--- config.mk ---
export PLATFORM = sky130hd
export DESIGN_NAME = i2s_frame_sched_flat
export DESIGN_NICKNAME = d
export VERILOG_FILES = /design/src/rtl/i2s_frame_sched_pkg.sv /design/src/rtl/i2s_frame_sched_if.sv /design/src/rtl/i2s_frame_sched_counter.sv /design/src/rtl/i2s_frame_sched.sv /design/src/flat_wrapper.sv
export SDC_FILE = /design/constraint.sdc
export NUM_CORES = 1
export LEC_CHECK = 0
export ABC_AREA = 1
export BUFFER_PORTS_ARGS = -buffer_cell sky130_fd_sc_hd__buf_2
export CORE_MARGIN = 4
export CORE_UTILIZATION = 50
export CTS_BUF_LIST = sky130_fd_sc_hd__clkbuf_4
export CTS_CLUSTER_SIZE = 14
export DETAILED_ROUTE_END_ITERATION = 12
export HOLD_SLACK_MARGIN = 0.08
export PLACE_DENSITY = 0.74
export SLEW_MARGIN = 25
export SYNTH_ARGS = -nofsm -noshare
export SYNTH_HDL_FRONTEND = slang
export SYNTH_HIERARCHICAL = 1
export SYNTH_SLANG_ARGS = --single-unit
--- constraint.sdc ---
create_clock -name sclk -period 6.45 [get_ports sclk]
set_input_delay 0 -clock sclk [delete_from_list [all_inputs] [get_ports sclk]]
set_output_delay 0 -clock sclk [all_outputs]
set_load 0.03 [all_outputs]
--- src/rtl/i2s_frame_sched_pkg.sv ---
// Shared definitions for the I2S frame scheduler.
//   FRAME_BITS    - frame length in bit clocks for the default slot width
//   frame_bits()  - frame length for an arbitrary slot width
//   pos_w()       - width of the bit_pos counter for a given slot width
//   state_t       - scheduler state encoding (IDLE / RUN)
package i2s_pkg;

    localparam int WORD_DEF   = 64;
    localparam int FRAME_BITS = 2 * WORD_DEF;

    function automatic int frame_bits(input int word);
        return 2 * word;
    endfunction

    function automatic int pos_w(input int word);
        return $clog2(2 * word);
    endfunction

    typedef enum logic {
        IDLE = 1'b0,
        RUN  = 1'b1
    } state_t;

endpackage

--- src/rtl/i2s_frame_sched_if.sv ---
// Upstream sample source handshake (valid/ready with a stereo payload).
//   s_valid  - source has a sample
//   s_ready  - scheduler will take it this cycle
//   s_left   - left channel sample
//   s_right  - right channel sample
// master = sample source (mixer/FIFO), slave = scheduler.
interface i2s_src_if #(
    parameter int BITSIZE = 16
);
    import i2s_pkg::*;

    logic               s_valid;
    logic               s_ready;
    logic [BITSIZE-1:0] s_left;
    logic [BITSIZE-1:0] s_right;

    modport master (output s_valid, output s_left, output s_right, input s_ready);
    modport slave  (input s_valid, input s_left, input s_right, output s_ready);

endinterface

--- src/rtl/i2s_frame_sched_counter.sv ---
// Free-running frame position counter for the I2S bit clock.
//   sclk, rst    - bit clock, async active-high reset
//   bit_pos      - position in frame, 0 .. 2*WORD-1, wraps forever
//   lrclk        - registered word select, 1 while bit_pos >= WORD
//   frame_start  - registered, high during the bit_pos == 0 cycle
//   frame_end    - combinational, high during the last cycle of the frame
module i2s_frame_counter
    import i2s_pkg::*;
#(
    parameter  int WORD = 64,
    localparam int PW   = pos_w(WORD)
) (
    input  logic          sclk,
    input  logic          rst,
    output logic [PW-1:0] bit_pos,
    output logic          lrclk,
    output logic          frame_start,
    output logic          frame_end
);

    localparam int FB = frame_bits(WORD);

    logic [PW-1:0] pos_nxt;

    assign frame_end = (bit_pos == PW'(FB - 1));
    assign pos_nxt   = frame_end ? '0 : bit_pos + PW'(1);

    // lrclk and frame_start are derived from the next position so they line
    // up with bit_pos in the same cycle while still coming from flops.
    always_ff @(posedge sclk or posedge rst) begin
        if (rst) begin
            bit_pos     <= '0;
            lrclk       <= 1'b0;
            frame_start <= 1'b1;
        end else begin
            bit_pos     <= pos_nxt;
            lrclk       <= (pos_nxt >= PW'(WORD));
            frame_start <= (pos_nxt == '0);
        end
    end

endmodule

--- src/rtl/i2s_frame_sched.sv ---
// I2S frame scheduler and sample feeder. Fetches one stereo sample per frame
// from the upstream source and presents it, stable for a whole frame, to the
// I2S transmitter; a frame with no sample is flagged and counted as underrun.
//   sclk, rst       - bit clock, async active-high reset
//   enable          - stream request, sampled at frame end only
//   cnt_clr         - synchronous clear of underrun_count (wins over increment)
//   src             - upstream sample handshake (slave side)
//   lrclk           - word select, 0 = left slot, 1 = right slot
//   left_chan/right_chan - words to the transmitter, change at frame end only
//   frame_start     - high during bit_pos == 0
//   underrun        - one-cycle pulse after a frame with no sample
//   underrun_count  - saturating underrun count
//   running         - streaming active
module i2s_frame_sched
    import i2s_pkg::*;
#(
    parameter  int BITSIZE   = 16,
    parameter  int WORD      = 64,
    parameter  int FETCH_POS = 64,
    parameter  int HOLD_LAST = 0,
    parameter  int CNT_W     = 16,
    localparam int PW        = pos_w(WORD)
) (
    input  logic               sclk,
    input  logic               rst,
    input  logic               enable,
    input  logic               cnt_clr,
    i2s_src_if.slave           src,
    output logic               lrclk,
    output logic [BITSIZE-1:0] left_chan,
    output logic [BITSIZE-1:0] right_chan,
    output logic               frame_start,
    output logic               underrun,
    output logic [CNT_W-1:0]   underrun_count,
    output logic               running
);

    state_t             state;
    logic [PW-1:0]      bit_pos;
    logic               frame_end;
    logic               pend_valid;
    logic [BITSIZE-1:0] pend_left;
    logic [BITSIZE-1:0] pend_right;
    logic               hs;

    i2s_frame_counter #(.WORD(WORD)) u_cnt (
        .sclk        (sclk),
        .rst         (rst),
        .bit_pos     (bit_pos),
        .lrclk       (lrclk),
        .frame_start (frame_start),
        .frame_end   (frame_end)
    );

    assign running     = (state == RUN);
    // A full pending slot blocks further fetches, limiting intake to one
    // sample per frame.
    assign src.s_ready = running & ~pend_valid & (bit_pos >= PW'(FETCH_POS));
    assign hs          = src.s_valid & src.s_ready;

    always_ff @(posedge sclk or posedge rst) begin
        if (rst) begin
            state          <= IDLE;
            pend_valid     <= 1'b0;
            pend_left      <= '0;
            pend_right     <= '0;
            left_chan      <= '0;
            right_chan     <= '0;
            underrun       <= 1'b0;
            underrun_count <= '0;
        end else begin
            underrun <= 1'b0;
            if (frame_end) begin
                // Transfer decisions use the running value of the closing frame.
                state      <= enable ? RUN : IDLE;
                pend_valid <= 1'b0;
                if (state == IDLE) begin
                    left_chan  <= '0;
                    right_chan <= '0;
                end else if (pend_valid) begin
                    left_chan  <= pend_left;
                    right_chan <= pend_right;
                end else if (hs) begin
                    // Late sample accepted on the last bit: bypass the pending slot.
                    left_chan  <= src.s_left;
                    right_chan <= src.s_right;
                end else begin
                    underrun <= 1'b1;
                    if (underrun_count != '1)
                        underrun_count <= underrun_count + CNT_W'(1);
                    if (HOLD_LAST == 0) begin
                        left_chan  <= '0;
                        right_chan <= '0;
                    end
                end
            end else if (hs) begin
                pend_left  <= src.s_left;
                pend_right <= src.s_right;
                pend_valid <= 1'b1;
            end
            if (cnt_clr)
                underrun_count <= '0;
        end
    end

endmodule

--- src/flat_wrapper.sv ---
// flat-port wrapper written by rule: the top's interface ports become plain ports
module i2s_frame_sched_flat import i2s_pkg::*;
#(
    parameter  int BITSIZE   = 16,
    parameter  int WORD      = 64,
    parameter  int FETCH_POS = 64,
    parameter  int HOLD_LAST = 0,
    parameter  int CNT_W     = 16,
    localparam int PW        = pos_w(WORD)
)
  (sclk, rst, enable, cnt_clr, lrclk, left_chan, right_chan, frame_start, underrun, underrun_count, running, src_s_valid, src_s_left, src_s_right, src_s_ready);
  i2s_src_if #(.BITSIZE(BITSIZE)) src_i ();
  input  logic sclk;
  input  logic rst;
  input  logic enable;
  input  logic cnt_clr;
  output logic lrclk;
  output logic [BITSIZE-1:0] left_chan;
  output logic [BITSIZE-1:0] right_chan;
  output logic frame_start;
  output logic underrun;
  output logic [CNT_W-1:0] underrun_count;
  output logic running;
  input wire logic [$bits(src_i.s_valid)-1:0] src_s_valid;
  input wire logic [$bits(src_i.s_left)-1:0] src_s_left;
  input wire logic [$bits(src_i.s_right)-1:0] src_s_right;
  output wire logic [$bits(src_i.s_ready)-1:0] src_s_ready;
  assign src_i.s_valid = src_s_valid;
  assign src_i.s_left = src_s_left;
  assign src_i.s_right = src_s_right;
  assign src_s_ready = src_i.s_ready;
  i2s_frame_sched #(.BITSIZE(BITSIZE), .WORD(WORD), .FETCH_POS(FETCH_POS), .HOLD_LAST(HOLD_LAST), .CNT_W(CNT_W)) u_core (.sclk(sclk), .rst(rst), .enable(enable), .cnt_clr(cnt_clr), .src(src_i), .lrclk(lrclk), .left_chan(left_chan), .right_chan(right_chan), .frame_start(frame_start), .underrun(underrun), .underrun_count(underrun_count), .running(running));
endmodule
# == Word level (Yosys, flattened, before mapping) ==
# Index checks and enable logic that the tools add are counted.
# word_totals
elab_cells,51
regBits,92
output_inout_bits,53
input_bits,37
# op_classes
n_addsub,2
order_cmp,2
n_reduce_logical,7
n_eq_ne,4
muxes,20
bitwise_logic,5
# ops
cell,n
two-way mux 16 bit,12
"adder 16 x 1 -> 16 bit, second input constant",1
"!= test 16 bit, second input constant",1
">= comparator 7 bit, second input constant",2
nonzero test 2 bit,4
"adder 7 x 1 -> 7 bit, second input constant",1
"== test 7 bit, second input constant",1
zero test 7 bit,1
two-way mux 1 bit,7
two-way mux 7 bit,1
AND reduction 5 bit,1
"!= test 2 bit, second input constant",2
AND 1 bit,3
NOT 1 bit,2
AND reduction 2 bit,1

# == Logic depth before layout (Yosys ltp) ==
# Gate-level depths: netlist of run 1.
# logic_depth
word_depth,9
depth_mapped,13
mapped_depth_nobuf,13

# == Cells and area by module ==
# Netlist of run 1, hierarchy kept.
# by_module_without_submodules
module,area_each_um2,seq_area_each_um2,n_inst,cells_per_inst
i2s_frame_sched,3878.7,2077.0,1,439
i2s_frame_counter,444.2,201.4,1,56

# == Least setup slack after synthesis of run 1 ==
# OpenSTA, ideal clock, no wires.
# synth_path
path_kind,reg2reg
from,reg u_core.u_cnt.bit_pos[6]
to,reg u_core.pend_right[2]
path_buffers,3
stages_incl_launch_ff,9
setup_ns,0.126
period_less_slack_ns,1.839
arrival_ns,1.713
path_slack_ns,4.611
required_time_ns,6.324
cell_sequence,dfrtp_1 -> buf_4 -> nand2_1 -> nor2_2 -> nand3_1 -> buf_2 -> buf_1 -> nand2_1 -> o21ai_0
# synth_via
elab_chain_len,4
elab_cells_between_ends,6
classes_between,order compare: 1; eq/ne: 1; bitwise: 3; reduce/logical: 1
# synth_lines
element,line,source
"start, declared",i2s_frame_sched_counter.sv:15,"output logic [PW-1:0] bit_pos,"
"start signal, assigned",i2s_frame_sched_counter.sv:36,bit_pos <= pos_nxt;
>= comparator 7 bit,i2s_frame_sched.sv:58,assign src.s_ready = running & ~pend_valid & (bit_pos >= PW'(FETCH_POS));
AND 1 bit,i2s_frame_sched.sv:58,
net src_s_ready,flat_wrapper.sv:27,output wire logic [$bits(src_i.s_ready)-1:0] src_s_ready;
AND 1 bit,i2s_frame_sched.sv:59,assign hs = src.s_valid & src.s_ready;
AND reduction 2 bit (no source line),n/a,
"end signal, assigned",i2s_frame_sched.sv:98,pend_right <= src.s_right;
"end, declared",i2s_frame_sched.sv:43,logic [BITSIZE-1:0] pend_right;
# The timed path passes the listed nets, and every way through them passes these cells.
# A chain may end at the register's enable or synchronous reset.

# == Worst setup path in the final report of run 1 ==
# layout_path
from,reg u_core.u_cnt.bit_pos[0]
to,reg u_core.underrun_count[4]
# layout_via
elab_cells_between_ends,7
classes_between,order compare: 1; eq/ne: 2; bitwise: 2; reduce/logical: 2
# layout_lines
element,line,source
== test 7 bit,i2s_frame_sched_counter.sv:25,assign frame_end = (bit_pos == PW'(FB - 1));
net u_core.frame_end,i2s_frame_sched.sv:40,logic frame_end;
nonzero test 2 bit (no source line),n/a,
AND reduction 5 bit (no source line),n/a,
"end signal, assigned",i2s_frame_sched.sv:90,underrun_count <= underrun_count + CNT_W'(1);
"end, declared",i2s_frame_sched.sv:34,"output logic [CNT_W-1:0] underrun_count,"
# The timed path passes the listed nets, and every way through them passes these cells.

==> out/qor.log, run 1 <==
[setup_path] required time of the critical path 6.79 ns
[synth] Seq cells post-synth 91
[synth] Avg Synthesized Cell Area 8.73 um2
[clock_network] maximum buffer depth of the clock tree 2
[synth] EDFF count, synth 0
[synth] top cell type's share of synthesized area 52.1%
[pwr] total power 0.901 mW
[setup_path] gate family responsible for the most delay along the worst path simple AND/OR/NAND/NOR gates
[min_path] class of the tightest hold or removal check primary input to asynchronous set/reset pin
[synth] cells taking the most area after synthesis sky130_fd_sc_hd__dfrtp_1 52%, sky130_fd_sc_hd__nand2_1 12%, sky130_fd_sc_hd__a22o_1 6.5%
[global_routing] global-route wire length before repair 16.8 mm
[synth] number of distinct library cell variants in the gate-level netlist after synthesis 29
[placed_design] post-detailed-placement cell area 4800 um2
[synth] area of the mapped netlist 4320 um2
[pwr] internal cell power 0.701 mW
[sta] Max Clock Freq 347 MHz
[pwr] switching share of power 22.2%
[job] max-cap check violation count 0
[detailed_routing] 1st-pass router iterations 4
[synth] count leader, synth sky130_fd_sc_hd__nand2_1
[clock_network] clk_lat worst skew 0.42 ns
[die] Starting Density 52.1%
[global_routing] maximum number of pins on one net before global-route repair 84
[setup_path] worst-path fanout max 33
[pwr] part of the power in combinational logic 5.8%
[setup_path] critical path's largest stage delay 0.75 ns
[detailed_routing] via total after detailed routing 3689
[setup_path] kind of end point of the critical path flip-flop
[clock_network] H-tree levels 3
[detailed_routing] count of antenna-violating nets left after detailed routing 0
[placed_design] HPWL after DPL 6.61 mm
[global_routing] initial antenna violation count 0
[die] number of rows in the core area 33
[clock_network] library cell used as clock root buffer sky130_fd_sc_hd__clkbuf_4
[sta] setup slack after layout 3.57 ns
[setup_path] slowest CP cell sky130_fd_sc_hd__clkinv_1
[status] run status completed
[placed_design] post-place setup slack 3.37 ns
[placed_design] routability cong. 0.849
[sta] clock period minus final worst setup slack 2.88 ns
[die] chip height 101 um
[die] overall die area 10200 um2
[sta] Hold Vio Cnt, Final 0
[pwr] Leakage Power 2.84 nW
[global_routing] GRT overflow 0
[sta] unrepaired setup endpoints after global routing no
[clock_network] TritonCTS clock tree done
[setup_path] most frequent CP cell sky130_fd_sc_hd__nand2_1
[synth] Main synth FF type sky130_fd_sc_hd__dfrtp_1
[detailed_routing] Final Routed Wirelength 10.1 mm
[die] I/O pin count 90
[setup_path] worst path bufs/invs 3
[die] width of the die 101 um
[finish] Nets 648
[finish] layout cells sized above 1 23.7%
[sta] normalized max-slew margin 34.7%
[pwr] largest vdd supply drop 0.0969 mV
[synth] most frequent cells after synthesis 135 x sky130_fd_sc_hd__nand2_1, 90 x sky130_fd_sc_hd__dfrtp_1, 52 x sky130_fd_sc_hd__inv_1, 46 x sky130_fd_sc_hd__o21ai_0, 32 x sky130_fd_sc_hd__a22o_1
[setup_path] cell breakdown of the critical path ha_1 > nand3_1 > inv_2 > nand2_4 > inv_2 > nand2_1 > clkinv_1 > nand3_2 > nor2_4 > nor2_8 > nand2_1 > nand2_1
[clock_network] cts bufs inserted 9
[global_routing] gr usage total 20.4%
[pwr] P per Cell Area 170 nW/um2
[setup_path] kind of start point of the critical path flip-flop
[sta] worst slew pin tran 0.974 ns
[finish] final std cell area, no fill 5290 um2
[clock_network] clock transition at the register clock pins on the worst setup and hold paths after CTS 0.13 ns
[global_routing] vias in the first global route 3625
[detailed_routing] detail-routed net length per standard cell 14.0 um
[sta] post-route clock period utilization 44.7%
[synth] post-synthesis sequential area ratio 52.7%
[placed_design] count of input and output buffers 89
[detailed_routing] violation count after the first detailed-route iteration 153
[clock_network] # clock sinks 91
[finish] antenna fix cells 0
[synth] cells after synthesis 495
[sta] clock tree skew after final layout 0.0250 ns
[synth] most area-hungry cell type in the Yosys netlist sky130_fd_sc_hd__dfrtp_1
[detailed_routing] detailed-route vias per instance 5.14
[setup_path] register-to-register setup slack 3.57 ns
[sta] setup violators final 0
[sta] Sum Neg Setup Slack 0 ns
[setup_path] critical path class flip-flop to flip-flop
[sta] number of max-slew violations in the final report 0
[synth] post-synth net total 535
[synth] synth warn 6
[setup_path] arrival time at the worst endpoint 3.22 ns
[clock_network] number of buffers inserted by post-CTS setup repair 0
[pwr] Seq pwr share 63.3%
[pwr] part of the total power dissipated in the clock network 30.9%
[pwr] P_sw 0.200 mW
[finish] layout-stage area growth over the synthesis result 22.3%
[die] floorplan core area 8300 um2
[detailed_routing] DRC 0
[finish] FILL cells 713
[synth] Async SR Flop Fraction 100%
-- flip-flops by register name, indices dropped and copies added (netlist names) --
register / count
u_core/running: 1
u_core/u_cnt/frame_start: 1
u_core/underrun_count: 16
u_core/pend_left: 16
u_core/right_chan: 16
u_core/pend_right: 16
u_core/u_cnt/bit_pos: 7
u_core/left_chan: 16
u_core/underrun: 1
u_core/pend_valid: 1
-- worst min-delay path, stage by stage --
cell	delay, ns
sky130_fd_sc_hd__dlygate4sd3_1	0.52
sky130_fd_sc_hd__buf_2	0.13
sky130_fd_sc_hd__clkinv_2	0.04
sky130_fd_sc_hd__buf_6	0.54
-- power groups by stage --
stage	logic [mW]	registers, mW	clock network, mW
5_1_grt	0.0581	0.571	0.311
3_5_place_dp	0.0353	0.581	0
4_1_cts	0.0519	0.571	0.290
3_3_place_gp	0.0352	0.581	0
2_1_floorplan	0.0181	0.581	0
6_report	0.0519	0.570	0.278
-- area by class of cell --
class	instances	area, um2	share of cell area (%)
Sequential cell	91	2280	43.1
Timing Repair Buffer	126	817	15.5
Multi-Input combinational cell	320	1720	32.4
Tap cell	105	131	2.48
Clock buffer	15	113	2.13
Inverter	60	226	4.28
Clock inverter	1	5.00	0.0947
-- cell usage in the layout, fill, tap and decap left out, drive strengths merged --
cell,instances
a22o,32
clkbuf,15
clkinv,4
inv,57
nand4,13
ha,3
nor2,32
dlygate4sd3,36
buf,90
nand2,149
o21ai,66
a21oi,1
dfstp,1
or2,1
xor2,6
nand3,12
o21bai,4
dfrtp,90
nand3b,1
-- worst paths after layout --
path / startpoint / end / cells past startpoint
worst max-delay path: u_core/u_cnt/bit_pos[0] / u_core/underrun_count[4] / 12
worst min-delay path: rst / u_core/right_chan[4] / 4
worst max register to register: u_core/u_cnt/bit_pos[0] / u_core/underrun_count[4] / 12
worst min register to register: u_core/pend_left[11] / u_core/pend_left[11] / 2
max in group asynchronous: rst / u_core/u_cnt/frame_start / 4
min in group sclk: src_s_valid / u_core/pend_right[5] / 3
-- cell families after synthesis --
family / count (synthesis) / synth area share [%]
compound gates: 103 / 14.9
xor+xnor: 6 / 1.22
fa+ha+maj: 3 / 0.868
buf+inv: 84 / 7.90
flops: 91 / 52.7
simple gates: 208 / 22.4
-- routing by layer --
| layer | share of wire (%) | GRT usage, % |
|---|---|---|
| met3 | 7.1 | 3.67 |
| met1 | 43 | 26.6 |
| met2 | 48 | 34.3 |
| met5 | 0 | 0 |
| met4 | 1.1 | 7.16 |
-- timing repair --
action,CTS,global route
gates resized for setup,0,0
endpoints found under the hold margin,172,0
hold buffers,36,0
-- per-stage QoR --
stage               cells  hold WS, ns  utilization [%]
floorplan             495       -0.185                -
CTS                   718        0.325             63.6
global placement      666      -0.0261             57.8
finish                718        0.305             63.7
global route          718        0.350             63.7
detailed placement    666      -0.0210             57.8
No activity file was read; power rests on OpenSTA's default activity.
==> inputs of run 2 (changes only) <==
--- a/config.mk
+++ b/config.mk
@@ -5,7 +5,7 @@
 export SDC_FILE = /design/constraint.sdc
 export NUM_CORES = 1
 export LEC_CHECK = 0
-export ABC_AREA = 1
+export ABC_AREA = 0
 export BUFFER_PORTS_ARGS = -buffer_cell sky130_fd_sc_hd__buf_2
 export CORE_MARGIN = 4
 export CORE_UTILIZATION = 50
==> constraint.sdc (replaced) <==
create_clock -name sclk -period 3 [get_ports sclk]
set_input_delay 0 -clock sclk [delete_from_list [all_inputs] [get_ports sclk]]
set_output_delay 0 -clock sclk [all_outputs]
set_load 0.03 [all_outputs]
==> run 2 against run 1 <==
  * Register-to-register slack lost 2.8 ns
  * Synthesized cell count down 26%
  * Cell area fell by 1.4%
  * Sequential power grew 120%
  * Clock power grew to 2.9 times the previous value
  * Maximum frequency grew 27%
  * Flip-flop and latch count is the same
  * Largest cell class unchanged
==> out/qor.log, run 2 <==
[sta] setup violators final 0 [unchanged]
[sta] number of max-slew violations in the final report 0 [unchanged]
[clock_network] clock transition at the register clock pins on the worst setup and hold paths after CTS 0.15 ns [was 0.13 ns]
[synth] cells after synthesis 364 [was 495]
[setup_path] r2r endpoint u_core/underrun_count[15] [was u_core/underrun_count[4]]
[synth] synth warn 6 [unchanged]
[sta] worst slew pin tran 0.940 ns [was 0.974 ns]
[global_routing] initial antenna violation count 0 [unchanged]
[synth] top cell type's share of synthesized area 54.5% [was 52.1%]
[setup_path] worst-path fanout max 7 [was 33]
[synth] Main synth FF type sky130_fd_sc_hd__dfrtp_1 [unchanged]
[job] max-cap check violation count 0 [unchanged]
[finish] footprint of the multi-input gates 1620 um2 [was 1720 um2]
[status] run status completed [unchanged]
[detailed_routing] Final Routed Wirelength 9.96 mm [was 10.1 mm]
[global_routing] GRT overflow 0 [unchanged]
[die] width of the die 98.9 um [was 101 um]
[clock_network] cts bufs inserted 9 [unchanged]
[pwr] total power 2.13 mW [was 0.901 mW]
[min_path] class of the tightest hold or removal check primary input to asynchronous set/reset pin [unchanged]
[pwr] P per Cell Area 408 nW/um2 [was 170 nW/um2]
[setup_path] register-to-register setup slack 0.73 ns [was 3.57 ns]
[finish] Nets 526 [was 648]
[synth] post-synthesis sequential area ratio 55.1% [was 52.7%]
[clock_network] library cell used as clock root buffer sky130_fd_sc_hd__clkbuf_4 [unchanged]
[die] I/O pin count 90 [unchanged]
[sta] Sum Neg Setup Slack 0 ns [unchanged]
[finish] top library cells by usage in the layout, fill and taps aside 90 x sky130_fd_sc_hd__dfrtp_1, 89 x sky130_fd_sc_hd__buf_2, 37 x sky130_fd_sc_hd__dlygate4sd3_1, 37 x sky130_fd_sc_hd__mux2_2, 34 x sky130_fd_sc_hd__inv_1 [was 135 x sky130_fd_sc_hd__nand2_1, 89 x sky130_fd_sc_hd__buf_2, 89 x sky130_fd_sc_hd__dfrtp_1]
[sta] post-route clock period utilization 75.6% [was 44.7%]
[sta] final worst hold slack 0.252 ns [was 0.305 ns]
[finish] Non-Filler Instances 594 [was 718]
[pwr] P_sw 0.497 mW [was 0.200 mW]
[die] Starting Density 52.4% [was 52.1%]
[global_routing] global-route wire length before repair 16.7 mm [was 16.8 mm]
[synth] number of distinct library cell variants in the gate-level netlist after synthesis 49 [was 29]
[pwr] largest vdd supply drop 0.324 mV [was 0.0969 mV]
[detailed_routing] detail-routed net length per standard cell 16.8 um [was 14.0 um]
[finish] register area 2280 um2 [about the same]
[setup_path] kind of start point of the critical path flip-flop [unchanged]
[detailed_routing] count of antenna-violating nets left after detailed routing 0 [unchanged]
[setup_path] beginning of the worst register-to-register path u_core/u_cnt/bit_pos[0] [unchanged]
[clock_network] # clock sinks 91 [unchanged]
[detailed_routing] violation count after the first detailed-route iteration 144 [was 153]
[sta] unrepaired setup endpoints after global routing no [unchanged]
[synth] most frequent cells after synthesis 90 x sky130_fd_sc_hd__dfrtp_1, 37 x sky130_fd_sc_hd__mux2_2, 35 x sky130_fd_sc_hd__inv_1, 32 x sky130_fd_sc_hd__a22oi_1, 32 x sky130_fd_sc_hd__o22ai_1 [was 135 x sky130_fd_sc_hd__nand2_1, 90 x sky130_fd_sc_hd__dfrtp_1, 52 x sky130_fd_sc_hd__inv_1, 46 x sky130_fd_sc_hd__o21ai_0, 32 x sky130_fd_sc_hd__a22o_1]
[setup_path] required time of the critical path 3.35 ns [was 6.79 ns]
[clock_network] maximum buffer depth of the clock tree 2 [unchanged]
[sta] Max Clock Freq 441 MHz [was 347 MHz]
[synth] Async SR Flop Fraction 100% [unchanged]
[die] chip height 98.9 um [was 101 um]
[sta] clock period minus final worst setup slack 2.27 ns [was 2.88 ns]
[clock_network] TritonCTS clock tree done [unchanged]
[finish] layout cells sized above 1 33.0% [was 23.7%]
[sta] clock tree skew after final layout 0.0145 ns [was 0.0250 ns]
[detailed_routing] 1st-pass router iterations 4 [unchanged]
[clock_network] clk_lat worst skew 0.45 ns [was 0.42 ns]
[setup_path] arrival time at the worst endpoint 2.62 ns [was 3.22 ns]
[detailed_routing] DRC 0 [unchanged]
[sta] normalized max-slew margin 37.2% [was 34.7%]
[setup_path] kind of end point of the critical path flip-flop [unchanged]
[placed_design] routability cong. 0.804 [was 0.849]
[synth] cells taking the most area after synthesis sky130_fd_sc_hd__dfrtp_1 55%, sky130_fd_sc_hd__mux2_2 10%, sky130_fd_sc_hd__a22oi_1 5.8% [was sky130_fd_sc_hd__dfrtp_1 52%, sky130_fd_sc_hd__nand2_1 12%, sky130_fd_sc_hd__a22o_1 6.5%]
[pwr] part of the total power dissipated in the clock network 37.7% [was 30.9%]
[die] floorplan core area 7890 um2 [was 8300 um2]
[global_routing] maximum number of pins on one net before global-route repair 52 [was 84]
[setup_path] R2R cell count 7 [was 12]
[setup_path] critical path class flip-flop to flip-flop [unchanged]
[pwr] Seq pwr share 57.6% [was 63.3%]
[pwr] switching share of power 23.3% [was 22.2%]
[synth] area of the mapped netlist 4130 um2 [was 4320 um2]
[detailed_routing] detailed-route vias per instance 5.62 [was 5.14]
[synth] EDFF count, synth 0 [unchanged]
[synth] Avg Synthesized Cell Area 11.4 um2 [was 8.73 um2]
[finish] layout-stage area growth over the synthesis result 26.2% [was 22.3%]
[finish] leading cell type in the layout, fill and taps excluded sky130_fd_sc_hd__dfrtp_1 [was sky130_fd_sc_hd__nand2_1]
[placed_design] HPWL after DPL 6.52 mm [was 6.61 mm]
[clock_network] # resized after CTS 0 [unchanged]
[placed_design] placed insts 540 [was 666]
[detailed_routing] via total after detailed routing 3339 [was 3689]
[finish] FILL cells 615 [was 713]
[sta] Hold Vio Cnt, Final 0 [unchanged]
[placed_design] count of input and output buffers 89 [unchanged]
[global_routing] vias in the first global route 3451 [was 3625]
[pwr] Leakage Power 2.49 nW [was 2.84 nW]
[synth] count leader, synth sky130_fd_sc_hd__dfrtp_1 [was sky130_fd_sc_hd__nand2_1]
[die] overall die area 9780 um2 [was 10200 um2]
[synth] post-synth net total 404 [was 535]
[pwr] internal cell power 1.63 mW [was 0.701 mW]
[global_routing] gr usage total 21.0% [was 20.4%]
[synth] Seq cells post-synth 91 [unchanged]
[clock_network] H-tree levels 3 [unchanged]
[die] number of rows in the core area 32 [was 33]
[finish] Final Util 66.1% [was 63.7%]
[pwr] part of the power in combinational logic 4.7% [was 5.8%]
[synth] most area-hungry cell type in the Yosys netlist sky130_fd_sc_hd__dfrtp_1 [unchanged]
==> run 2: changes by cell type in the layout (fill, tap and decap cells not counted), moves of 20 or more <==
cell,delta
sky130_fd_sc_hd__a22o_1,-32
sky130_fd_sc_hd__o21ai_0,-42
sky130_fd_sc_hd__o21ai_1,-20
sky130_fd_sc_hd__a22oi_1,+32
sky130_fd_sc_hd__o22ai_1,+32
sky130_fd_sc_hd__mux2_2,+37
sky130_fd_sc_hd__nand2_1,-126
==> run 2: logic make-up after synthesis <==
group / count (synthesis) / synth area share [%]
and+or+nand+nor: 81 / 11.8
buffers and inverters: 58 / 6.09
muxes: 40 / 10.9
xor gates and xnor gates: 5 / 1.06
AOI/OAI and AO/OA: 86 / 14.2
DFF: 91 / 55.1
adders and majority gates: 3 / 0.909
==> run 2: timing repair <==
item / CTS / global route
hold buffers: 37 / 0
endpoints found under the hold margin: 136 / 0
setup buffers: 0 / 0
endpoints found under the setup margin: 0 / 0
==> run 2: final cells by class <==
| type | instances | share of cell area, % |
|---|---|---|
| Timing Repair Buffer | 134 | 16.8 |
| Antenna cell | 1 | 0.0480 |
| Clock inverter | 7 | 2.04 |
| Inverter | 35 | 2.54 |
| Multi-Input combinational cell | 215 | 31.1 |
| Clock buffer | 9 | 1.30 |
| Sequential cell | 91 | 43.7 |
| Tap cell | 102 | 2.45 |
==> run 2: metal layers <==
layer | vias to the layer above | part of all wire (%) | global-route usage (%)
met4 | 0 | 1.3 | 5.88
met5 | - | 0 | 0
met2 | 100 | 51 | 35.8
met3 | 16 | 5.7 | 5.73
li1 | 1571 | - | -
met1 | 1652 | 42 | 26.4
==> run 2: power groups by stage <==
stage / clock [mW] / sequential, mW / combinational, mW
after global placement: 0 / 1.25 / 0.0620
after floorplan: 0 / 1.25 / 0.0235
after global routing: 0.868 / 1.23 / 0.113
after CTS: 0.829 / 1.23 / 0.101
after detailed placement: 0 / 1.25 / 0.0639
final: 0.802 / 1.23 / 0.100
==> run 2: worst max-delay path, stage by stage, from the launching register on <==
cell                        delay (ns)
sky130_fd_sc_hd__dfrtp_1          0.45
sky130_fd_sc_hd__ha_1             0.28
sky130_fd_sc_hd__nand3_1          0.14
sky130_fd_sc_hd__nor2_4           0.16
sky130_fd_sc_hd__and3b_2          0.25
sky130_fd_sc_hd__nand3_1          0.19
sky130_fd_sc_hd__a2111oi_1        0.33
sky130_fd_sc_hd__mux2_2           0.38
==> run 2: how the worst max path moves through the flow <==
stage,to,slack [ns],start,depth (start not counted)
after floorplan,u_core/underrun_count[15],0.62,u_core/u_cnt/bit_pos[0],8
after global placement,u_core/underrun_count[15],0.80,u_core/u_cnt/bit_pos[0],7
after detailed placement,u_core/underrun_count[15],0.73,u_core/u_cnt/bit_pos[0],7
after CTS,u_core/underrun_count[15],0.72,u_core/u_cnt/bit_pos[0],7
after global routing,u_core/underrun_count[15],0.51,u_core/u_cnt/bit_pos[0],7
final,u_core/underrun_count[15],0.73,u_core/u_cnt/bit_pos[0],7
==> run 2: metrics by stage <==
| stage | instance area (um2) | setup slack, ns |
|---|---|---|
| floorplan | 4130 | 0.618 |
| global placement | 4670 | 0.800 |
| detailed placement | 4670 | 0.728 |
| CTS | 5210 | 0.717 |
| global route | 5210 | 0.506 |
| finish | 5210 | 0.731 |
==> inputs of run 3 (changes only) <==
--- a/config.mk
+++ b/config.mk
@@ -13,7 +13,7 @@
 export CTS_CLUSTER_SIZE = 14
 export DETAILED_ROUTE_END_ITERATION = 12
 export HOLD_SLACK_MARGIN = 0.08
-export PLACE_DENSITY = 0.74
+export PLACE_DENSITY = 0.77
 export SLEW_MARGIN = 25
 export SYNTH_ARGS = -nofsm -noshare
 export SYNTH_HDL_FRONTEND = slang
==> constraint.sdc (replaced) <==
create_clock -name sclk -period 1.9 [get_ports sclk]
set_input_delay 0 -clock sclk [delete_from_list [all_inputs] [get_ports sclk]]
set_output_delay 0 -clock sclk [all_outputs]
set_load 0.03 [all_outputs]
==> run 3 against run 2 <==
  * The flow now finishes with violations (negative setup slack)
  * Sequential share of layout area shrank 2.2 points
  * Worst setup slack lost 0.73 ns
  * Largest power group unchanged
  * Clock skew shrank 0.0026 ns
  * Flip-flop and latch count is the same
  * Clock power grew 51%
  * Maximum frequency grew 19%
  * Critical endpoint is now u_core/underrun_count[10]
  * Core utilization grew 3.6 points
  * Final cell count grew 2.2%
  * Sequential power grew 58%
==> out/qor.log, run 3 (synthesized netlist as in run 2, its figures left out) <==
[status] run status finished, violations left [was completed]
[status] violations in the final reports negative setup slack
[sta] setup slack after layout -0.00288 ns [was 0.731 ns]
[sta] number of max-slew violations in the final report 0 [unchanged]
[sta] unrepaired setup endpoints after global routing yes [was no]
[setup_path] kind of start point of the critical path flip-flop [unchanged]
[detailed_routing] highest routing layer actually used met4 [unchanged]
[detailed_routing] detailed-route vias per instance 5.70 [was 5.62]
[detailed_routing] routed metal-1 wire length 4.28 mm [was 4.17 mm]
[placed_design] count of input and output buffers 89 [unchanged]
[global_routing] vias in the first global route 3687 [was 3451]
[finish] top library cells by usage in the layout, fill and taps aside 89 x sky130_fd_sc_hd__buf_2, 89 x sky130_fd_sc_hd__dfrtp_1, 37 x sky130_fd_sc_hd__dlygate4sd3_1 [was 90 x sky130_fd_sc_hd__dfrtp_1, 89 x sky130_fd_sc_hd__buf_2, 37 x sky130_fd_sc_hd__dlygate4sd3_1, 37 x sky130_fd_sc_hd__mux2_2, 34 x sky130_fd_sc_hd__inv_1]
[die] overall die area 9780 um2 [unchanged]
[detailed_routing] met3 routed WL 563 um [was 564 um]
[setup_path] arrival time at the worst endpoint 2.22 ns [was 2.62 ns]
[clock_network] library cell used as clock root buffer sky130_fd_sc_hd__clkbuf_4 [unchanged]
[setup_path] critical path class flip-flop to flip-flop [unchanged]
[sta] post-route clock period utilization 100% [was 75.6%]
[finish] Final Util 69.7% [was 66.1%]
[die] floorplan core area 7890 um2 [unchanged]
[detailed_routing] count of antenna-violating nets left after detailed routing 0 [unchanged]
[finish] Nets 540 [was 526]
[detailed_routing] DRC 0 [unchanged]
[detailed_routing] violation count after the first detailed-route iteration 169 [was 144]
[global_routing] gr usage total 21.6% [was 21.0%]
[placed_design] routability cong. 0.895 [was 0.804]
[finish] layout cells sized above 1 38.2% [was 33.0%]
[global_routing] GRT overflow 0 [unchanged]
[sta] clock tree skew after final layout 0.0120 ns [was 0.0145 ns]
[sta] Max Clock Freq 526 MHz [was 441 MHz]
[detailed_routing] via total after detailed routing 3462 [was 3339]
[die] Starting Density 52.4% [unchanged]
[pwr] total power 3.30 mW [was 2.13 mW]
[detailed_routing] met2 wire len 5.43 mm [was 5.09 mm]
[pwr] largest vdd supply drop 0.379 mV [was 0.324 mV]
[sta] Hold Vio Cnt, Final 0 [unchanged]
[clock_network] maximum buffer depth of the clock tree 2 [unchanged]
[setup_path] R2R cell count 7 [unchanged]
[clock_network] clk_lat worst skew 0.43 ns [was 0.45 ns]
[sta] clock period minus final worst setup slack 1.90 ns [was 2.27 ns]
[setup_path] required time of the critical path 2.22 ns [was 3.35 ns]
[global_routing] initial antenna violation count 0 [unchanged]
[die] I/O pin count 90 [unchanged]
[sta] final worst hold slack 0.211 ns [was 0.252 ns]
[min_path] class of the tightest hold or removal check primary input to asynchronous set/reset pin [unchanged]
[clock_network] clock transition at the register clock pins on the worst setup and hold paths after CTS 0.14 ns [was 0.15 ns]
[pwr] P per Cell Area 601 nW/um2 [was 408 nW/um2]
[detailed_routing] Final Routed Wirelength 10.5 mm [was 9.96 mm]
[global_routing] global-route wire length before repair 17.4 mm [was 16.7 mm]
[die] chip height 98.9 um [unchanged]
[finish] antenna fix cells 0 [was 1]
[clock_network] TritonCTS clock tree done [unchanged]
[setup_path] register-to-register setup slack -0.003 ns [was 0.73 ns]
[setup_path] crit path launch u_core/u_cnt/bit_pos[1] [was u_core/u_cnt/bit_pos[0]]
[setup_path] r2r endpoint u_core/underrun_count[10] [was u_core/underrun_count[15]]
[sta] setup violators final 1 [was 0]
[clock_network] # clock sinks 91 [unchanged]
[die] width of the die 98.9 um [unchanged]
[detailed_routing] detail-routed net length per standard cell 17.3 um [was 16.8 um]
[setup_path] kind of end point of the critical path flip-flop [unchanged]
[job] max-cap check violation count 0 [unchanged]
[global_routing] maximum number of pins on one net before global-route repair 84 [was 52]
[sta] worst slew pin tran 0.517 ns [was 0.940 ns]
[setup_path] worst-path fanout max 4 [was 7]
[die] number of rows in the core area 32 [unchanged]
[placed_design] HPWL after DPL 6.63 mm [was 6.52 mm]
[finish] layout-stage area growth over the synthesis result 33.1% [was 26.2%]
[pwr] Leakage Power 2.56 nW [was 2.49 nW]
[detailed_routing] 1st-pass router iterations 4 [unchanged]
[setup_path] beginning of the worst register-to-register path u_core/u_cnt/bit_pos[1] [was u_core/u_cnt/bit_pos[0]]
[clock_network] cts bufs inserted 9 [unchanged]
[placed_design] post-place setup slack 0.00971 ns [was 0.728 ns]
[clock_network] H-tree levels 3 [unchanged]
[sta] normalized max-slew margin 65.2% [was 37.2%]
## run 3: changes by cell type in the layout (fill, tap and decap cells not counted), moves of 3 or more
| cell | delta |
|---|---|
| sky130_fd_sc_hd__buf_12 | +4 |
| sky130_fd_sc_hd__buf_4 | +9 |
| sky130_fd_sc_hd__clkinvlp_4 | +3 |
| sky130_fd_sc_hd__nor4_1 | -4 |
| sky130_fd_sc_hd__nor4_2 | +3 |
## run 3: timing repair
action                                 in CTS  in global routing
setup endpoints to repair                   3                 13
setup buffers                               0                  2
pin swaps                                   0                  2
resized for setup                           1                 20
endpoints found under the hold margin     167                  1
hold buffers                               36                  1
## run 3: cell type report
type | instances | area, um2
fill | 550 | 2390
clock buffer | 10 | 75.1
inverter | 35 | 135
sequential | 91 | 2280
multi-input combinational | 215 | 1760
timing repair buffer | 148 | 1030
tap | 102 | 128
clock inverter | 6 | 87.6
## run 3: per-stage QoR
stage,cell area [um2],std cells,setup TNS [ns]
floorplan,4180,364,-1.57
global placement,4840,552,0
detailed placement,4840,552,0
CTS,5370,604,0
global route,5500,607,-0.520
finish,5500,607,-0.00288
## run 3: how the worst max path moves through the flow
stage                                      to  depth (start not counted)
global route        u_core/underrun_count[10]                          7
detailed placement  u_core/underrun_count[15]                          7
floorplan            u_core/underrun_count[6]                          9
finish              u_core/underrun_count[10]                          7
global placement    u_core/underrun_count[15]                          7
CTS                  u_core/underrun_count[6]                          7
## run 3: routing by layer
metal / up-vias / track usage (%)
met2: 115 / 36.8
met4: 0 / 7.67
met3: 27 / 4.46
li1: 1601 / -
met1: 1719 / 27.3
met5: - / 0
## run 3: power breakdown
| group | switching (mW) | total, mW | internal, mW |
|---|---|---|---|
| logic | 0.0770 | 0.161 | 0.0836 |
| registers | 0 | 1.94 | 1.94 |
| clock network | 0.658 | 1.21 | 0.549 |
## run 3: critical path, cell delays in order (launching register included)
cell and delay [ns]:
sky130_fd_sc_hd__dfrtp_1 0.42, sky130_fd_sc_hd__ha_4 0.16, sky130_fd_sc_hd__nand3_4 0.08, sky130_fd_sc_hd__nor2_4 0.11, sky130_fd_sc_hd__and3b_2 0.28, sky130_fd_sc_hd__nand4_1 0.19
sky130_fd_sc_hd__nor4_2 0.20, sky130_fd_sc_hd__mux2_2 0.37
